## config.mk

```make
export PLATFORM = sky130hd
export DESIGN_NAME = peak_window_ctrl
export DESIGN_NICKNAME = d
export VERILOG_FILES = /design/src/rtl/peak_pkg.sv /design/src/rtl/peak_acc.sv /design/src/rtl/peak_window_ctrl.sv
export SDC_FILE = /design/constraint.sdc
export NUM_CORES = 1
export LEC_CHECK = 0
export CAP_MARGIN = 0
export CORE_ASPECT_RATIO = 0.6
export CORE_MARGIN = 4
export CORE_UTILIZATION = 59
export DETAILED_ROUTE_END_ITERATION = 10
export PLACE_DENSITY = 0.85
export RECOVER_POWER = 25
export SYNTH_ARGS = -nofsm -noshare
export SYNTH_HDL_FRONTEND = slang
export SYNTH_SLANG_ARGS = --single-unit
```

## constraint.sdc

```tcl
create_clock -name dclk -period 7.1 [get_ports dclk]
set_input_delay 1.42 -clock dclk [delete_from_list [all_inputs] [get_ports dclk]]
set_output_delay 1.42 -clock dclk [all_outputs]
set_load 0.02 [all_outputs]
```

## src/rtl/peak_pkg.sv

```systemverilog
// Shared definitions for the peak window controller slice.
// Holds the controller state encoding, the default datapath widths and a
// small helper that sizes the hold-window counter.
package peak_pkg;

    localparam int DEF_BUS_WIDTH    = 6;
    localparam int DEF_CNT_WIDTH    = 9;
    localparam int DEF_HOLD_WINDOWS = 4;

    typedef enum logic {
        ST_IDLE = 1'b0,
        ST_ACQ  = 1'b1
    } state_t;

    // Bits needed to count from HOLD_WINDOWS down to 0 (at least one bit).
    function automatic int hold_cnt_width(input int windows);
        return (windows < 1) ? 1 : $clog2(windows + 1);
    endfunction

endpackage

```

## src/rtl/peak_acc.sv

```systemverilog
// Running-maximum register for one window of samples.
// Ports:
//   dclk      sample clock, posedge
//   rst       synchronous reset, active-low
//   clear     drop the partial window (register returns to 0)
//   sample_en a valid sample is being accumulated this cycle
//   restart   this sample is the first of a window: load it directly
//   din       unsigned sample
//   max_next  max including the current sample; the controller takes the
//             window result from here so the closing sample is included
module peak_acc
    import peak_pkg::*;
#(
    parameter int BUS_WIDTH = DEF_BUS_WIDTH
) (
    input  logic                 dclk,
    input  logic                 rst,
    input  logic                 clear,
    input  logic                 sample_en,
    input  logic                 restart,
    input  logic [BUS_WIDTH-1:0] din,
    output logic [BUS_WIDTH-1:0] max_next
);

    logic [BUS_WIDTH-1:0] max_q;

    // Candidate max: a restart ignores whatever the previous window left behind.
    always_comb begin
        max_next = max_q;
        if (restart || (din > max_q)) begin
            max_next = din;
        end
    end

    // Running-max register.
    always_ff @(posedge dclk) begin
        if (!rst) begin
            max_q <= '0;
        end else if (clear) begin
            max_q <= '0;
        end else if (sample_en) begin
            max_q <= max_next;
        end
    end

endmodule

```

## src/rtl/peak_window_ctrl.sv

```systemverilog
// Windowed peak detector and peak-hold meter between the ADC deserialiser
// and the display driver. Every win_len+1 valid samples form one window;
// the window peak is offered on a valid/ready port, and a peak-hold level
// follows the window peaks with a timed decay.
// Ports:
//   dclk        sample clock, posedge
//   rst         synchronous reset, active-low
//   enable      1 = acquire windows, 0 = idle (partial window dropped)
//   win_len     window length minus 1, taken at each window start
//   din         unsigned sample
//   din_valid   din qualifier
//   peak_out    peak of the last completed window
//   peak_valid  peak_out pending for the consumer
//   peak_ready  consumer accepts peak_out
//   hold_level  peak-hold meter level
//   overrun     sticky flag: an unaccepted peak was overwritten
module peak_window_ctrl
    import peak_pkg::*;
#(
    parameter int BUS_WIDTH    = DEF_BUS_WIDTH,
    parameter int CNT_WIDTH    = DEF_CNT_WIDTH,
    parameter int HOLD_WINDOWS = DEF_HOLD_WINDOWS
) (
    input  logic                 dclk,
    input  logic                 rst,
    input  logic                 enable,
    input  logic [CNT_WIDTH-1:0] win_len,
    input  logic [BUS_WIDTH-1:0] din,
    input  logic                 din_valid,
    output logic [BUS_WIDTH-1:0] peak_out,
    output logic                 peak_valid,
    input  logic                 peak_ready,
    output logic [BUS_WIDTH-1:0] hold_level,
    output logic                 overrun
);

    localparam int HCW = hold_cnt_width(HOLD_WINDOWS);
    localparam logic [HCW-1:0] HOLD_LOAD = HCW'(HOLD_WINDOWS);

    state_t               state_q;
    state_t               state_d;
    logic [CNT_WIDTH-1:0] count_q;
    logic [CNT_WIDTH-1:0] len_q;
    logic [HCW-1:0]       hold_cnt_q;
    logic [BUS_WIDTH-1:0] win_max;
    logic                 sample;
    logic                 first;
    logic                 close;
    logic                 drop;

    // A sample only counts while acquiring and still enabled; the cycle that
    // drops enable discards the partial window instead of extending it.
    assign sample = (state_q == ST_ACQ) && enable && din_valid;
    assign first  = (count_q == '0);
    assign close  = sample && (count_q == len_q);
    assign drop   = (state_q == ST_ACQ) && !enable;

    peak_acc #(
        .BUS_WIDTH (BUS_WIDTH)
    ) u_acc (
        .dclk      (dclk),
        .rst       (rst),
        .clear     (drop),
        .sample_en (sample),
        .restart   (first),
        .din       (din),
        .max_next  (win_max)
    );

    // Next-state logic: enable alone moves between idle and acquisition.
    always_comb begin
        state_d = state_q;
        case (state_q)
            ST_IDLE: if (enable)  state_d = ST_ACQ;
            ST_ACQ:  if (!enable) state_d = ST_IDLE;
            default: state_d = ST_IDLE;
        endcase
    end

    // State register.
    always_ff @(posedge dclk) begin
        if (!rst) begin
            state_q <= ST_IDLE;
        end else begin
            state_q <= state_d;
        end
    end

    // Sample counter and latched window length. The length is taken when
    // acquisition starts and again on every close, so back-to-back windows
    // lose no samples.
    always_ff @(posedge dclk) begin
        if (!rst) begin
            count_q <= '0;
            len_q   <= '0;
        end else if (state_q == ST_IDLE) begin
            count_q <= '0;
            if (enable) begin
                len_q <= win_len;
            end
        end else if (drop) begin
            count_q <= '0;
        end else if (sample) begin
            if (close) begin
                count_q <= '0;
                len_q   <= win_len;
            end else begin
                count_q <= count_q + CNT_WIDTH'(1);
            end
        end
    end

    // Output handshake. A close always wins: a simultaneous transfer just
    // means the old value was consumed, so only a close against a stalled
    // consumer counts as an overrun.
    always_ff @(posedge dclk) begin
        if (!rst) begin
            peak_out   <= '0;
            peak_valid <= 1'b0;
            overrun    <= 1'b0;
        end else if (close) begin
            peak_out   <= win_max;
            peak_valid <= 1'b1;
            if (peak_valid && !peak_ready) begin
                overrun <= 1'b1;
            end
        end else if (peak_valid && peak_ready) begin
            peak_valid <= 1'b0;
        end
    end

    // Peak-hold meter: a new high (or equal) reloads the hold time; otherwise
    // the hold time runs out one window at a time before the level decays
    // by one step per window down to zero.
    always_ff @(posedge dclk) begin
        if (!rst) begin
            hold_level <= '0;
            hold_cnt_q <= '0;
        end else if (close) begin
            if (win_max >= hold_level) begin
                hold_level <= win_max;
                hold_cnt_q <= HOLD_LOAD;
            end else if (hold_cnt_q != '0) begin
                hold_cnt_q <= hold_cnt_q - HCW'(1);
            end else if (hold_level != '0) begin
                hold_level <= hold_level - BUS_WIDTH'(1);
            end
        end
    end

endmodule

```

==> metrics.md <==
| Metric | Value |
|---|---|
| Worst Hold Depth | `2` |
| RSZ-0062 raised after global routing | `false` |
| Worst path top cell family by delay | `compound AO/OA/AOI/OAI gates` |
| IO buf count | `33` |
| Comb pwr share | `13.4%` |
| WL per Instance | `roughly 17 µm` |
| Initial Util | `63.72%` |
| Setup violation total in the final timing report | `0` |
| CTS tree | `done` |
| P_sw | `123.5 µW` |
| Clock power share | `about 38%` |
| Rel. slew slack | `29.07%` |
| Vias per cell | `just over 6` |
| Syn nets | `335` |
| Worst Tran Pin Value | `1.064 ns` |
| Distinct cells, synth | `52` |
| Synth Area in Simple Gates | `23.52%` |
| CP dominant cell by count | `ha_1` |
| Power Density | `~180 mW/mm²` |
| GP Congestion | `0.9161` |
| FF-to-FF path depth | `14` |
| # H-tree levels | `2` |
| Area grow syn2layout | `17.74%` |
| Hold WC Path Type | `reg2reg` |
| HPWL reported at the end of detailed placement | `4.530 mm` |
| Synthesized area per cell | `8.141 µm²` |
| Critical Path Sink Type | `register` |
| Setup bufs post-CTS | `0` |
| Final period utilization | `78.08%` |
| Commonest non-fill, non-tap cell in the layout | `dfxtp_1` |
| Core area | `0.003807 mm²` |
| Die Wd | `90.79 µm` |
| Die Area | `0.005236 mm²` |
| Post-synthesis cell count | `~300` |
| XOR/XNOR share of the synthesized area | `5.415%` |
| Total Nets Final | `~360` |
| Vias in the first global route | `1966` |
| Synth top area share | `34.66%` |
| DRC viols | `0` |
| Leading cell types in the layout, fill and taps excluded | `dfxtp_1 (42), nand2_1 (31), nor2_1 (28)` |
| EDFF count, synth | `0` |
| Hold-fix buffers at CTS | `0` |
| Die height | `57.67 µm` |
| Leakage Power | `~1.1 nW` |
| Final Hold Viols | `0` |
| Share of cells above drive strength 1 | `5.199%` |
| First-pass GRT wire length | `9.825 mm` |
| Overall Global Routing Usage | `roughly a quarter` |
| Total clock sinks | `42` |
| Cell area after synthesis | `0.002426 mm²` |
| Largest net degree at the start of global routing | `28` |
| Sequential area share after synthesis | `between 30% and 40%` |
| Post-Route WL | `6.268 mm` |
| Max-slew violations | `0` |
| CTS resizes | `0` |
| Critical path, cell by cell | `clkdlybuf4s50_1 > ha_1 > and4_1 > and3_1 > o31ai_4 > nor2_1 > a21oi_1 > ha_1 > nor2b_1 > o21ai_0 > a221oi_1 > a21bo_2 > or2_0 > o32ai_1` |
| Post-Synth Adder-Cell Area | `8.767%` |
| Internal power | `between 300 and 400 µW` |
| Crit path required time | `7.26 ns` |
| Worst hold path endpoint | `hold_cnt_q[1]$_SDFFE_PN0P_` |
| Vias | `2323` |
| Ports | `34` |
| Mux contribution to synthesized area | `2.063%` |
| Layout Skew | `a little over 0.003 ns` |
| FMAX | `0.1804 GHz` |
| Peak supply drop | `87.90 µV` |
| Synth area leaders | `dfxtp_1 (35%), ha_1 (8.8%), nand2_1 (4.8%), xor2_1 (4.7%), nor2_1 (4.3%)` |
| Reg power frac | `~49%` |
| CTS Root Cell | `clkbuf_8` |
| Ys Warns | `0` |
| Worst-Skew Late Latency | `slightly below 0.3 ns` |
| Post-DRT Antenna Nets | `0` |
| First-iteration detailed-routing DRC count | `278` |
| Minimum clock period | `5.544 ns` |
| Max_cap viols | `0` |
| Final Hold Slack | `around 0.45 ns` |
| Clock Pin Slew Worst Setup and Hold Paths | `0.07 ns` |
| Synth Area in Compound Gates | `roughly a fifth` |
| CP Max Fanout | `9` |
| Diode count | `0` |
| Antenna violations before repair | `0` |
| Hold path startpoint | `hold_cnt_q[1]$_SDFFE_PN0P_` |
| DR pass1 iterations | `5` |
| Critical-path top delay cell | `a221oi_1` |
| Top_reg_cell synth | `dfxtp_1` |
| Num CTS Buffers | `5` |
| Async SR Flop Fraction | `0%` |
| Total grt overflow | `0` |
| CP Launch Type | `primary input` |
| Post-synth top area cell | `dfxtp_1` |
| Reg-to-reg endpoint | `hold_level[4]$_SDFFE_PN0P_` |
| CP max stage delay | `about 0.78 ns` |
| Worst path bufs/invs | `1` |
| Fin util | `75.02%` |
| Critical path arrival | `roughly 5.7 ns` |
| Status | `complete, no violations` |
| R2r startpoint | `u_acc.max_q[5]$_SDFFE_PP0P_` |
| Setup TNS | `0 ns` |
| Crit Path Class | `in2reg` |
| R2R Setup Slk | `2.76 ns` |
| Num rows | `17` |
| Maximum clock path buffer count | `2` |
| Flops & latches, synth | `42` |
| Sw Share | `24.47%` |
| Largest family of logic cells by synthesized area | `simple AND/OR/NAND/NOR gates` |
[layer usage]
layer	global-route usage (%)	share of wire (%)	routed length (µm)	vias up
li1	-	-	-	1112
met1	36.31	47	2954	1059
met2	30.77	39	2451	139
met3	5.707	12	758	13
met4	7.511	1.7	104	0
met5	4.630	0	0	-
[state kept, by name, summed over array words and instances (netlist names)]
| signal | cells |
|---|---|
| count_q | 9 |
| hold_cnt_q | 3 |
| hold_level | 6 |
| len_q | 9 |
| overrun | 1 |
| peak_out | 6 |
| peak_valid | 1 |
| state_q | 1 |
| u_acc.max_q | 6 |
[worst max-delay path by stage]
stage	start	end	slack, ns	cells after the start
6_report	din[5]	hold_level[4]$_SDFFE_PN0P_	1.56	14
5_1_grt	din[5]	hold_level[4]$_SDFFE_PN0P_	1.29	14
4_1_cts	din[5]	hold_level[4]$_SDFFE_PN0P_	1.62	14
3_5_place_dp	din[4]	hold_level[4]$_SDFFE_PN0P_	1.34	14
3_3_place_gp	din[4]	hold_level[4]$_SDFFE_PN0P_	1.60	14
2_1_floorplan	din[5]	hold_level[0]$_SDFFE_PN0P_	2.43	13
[synthesized netlist by cell type (3+ instances only)]
master and instances:
clkbuf_1 5, nor2_1 28, o21ai_1 3, a311oi_1 3, nor3_1 13, buf_6 3
a211oi_1 6, and4_1 3, buf_2 3, inv_1 22, o21a_1 3, o21ai_0 15
mux2i_1 5, nand3_1 13, ha_1 17, xor2_1 13, nor4_1 3, a21oi_1 19
nand2_1 31, nand4_1 5, and3_1 6, dfxtp_1 42, nor2b_1 3
[metrics by stage]
stage	std cells	power (mW)	cell area (µm²)	setup slack (ns)
3_5_place_dp	367	0.3163	2748	1.340
2_1_floorplan	298	0.2927	2426	2.432
3_3_place_gp	367	0.3147	2748	1.602
5_1_grt	374	0.5238	2856	1.290
6_report	374	0.5049	2856	1.556
4_1_cts	374	0.5063	2860	1.622
[logic make-up (layout without fill, tap and decap cells)]
logic type | after synthesis | count (layout)
AO/OA/AOI/OAI | 69 | 69
XOR/XNOR | 15 | 15
adder cells (fa/ha/maj) | 17 | 17
buffers and inverters | 34 | 63
flip-flops | 42 | 42
multiplexers | 5 | 5
AND/OR/NAND/NOR | 116 | 116
[worst register-to-register path, cell delays in order (launching register included)]
cell and delay, ns:
dfxtp_1 0.39, inv_1 0.08, ha_1 0.31, and4_1 0.23
and3_1 0.25, o31ai_4 0.46, nor2_1 0.14, a21oi_1 0.37
ha_1 0.32, nor2b_1 0.10, o21ai_0 0.12, a221oi_1 0.78
a21bo_2 0.34, or2_0 0.22, o32ai_1 0.11
[area by class of cell]
cell class                 instances  area, µm²
clock buffer                       6      82.58
clock inverter                     1      30.03
sequential                        42      840.8
fill                             276      950.9
timing repair buffer              34      334.1
inverter                          22      82.58
tap                               47      58.81
multi-input combinational        222       1428
[power groups by stage]
stage          clock, mW  combinational (mW)  sequential (mW)
2_1_floorplan          0              0.0417            0.251
3_3_place_gp           0              0.0641            0.251
3_5_place_dp           0              0.0655            0.251
4_1_cts            0.194              0.0667            0.245
5_1_grt            0.205              0.0731            0.246
6_report           0.192              0.0674            0.245
Power figures use the tool's default switching activity.
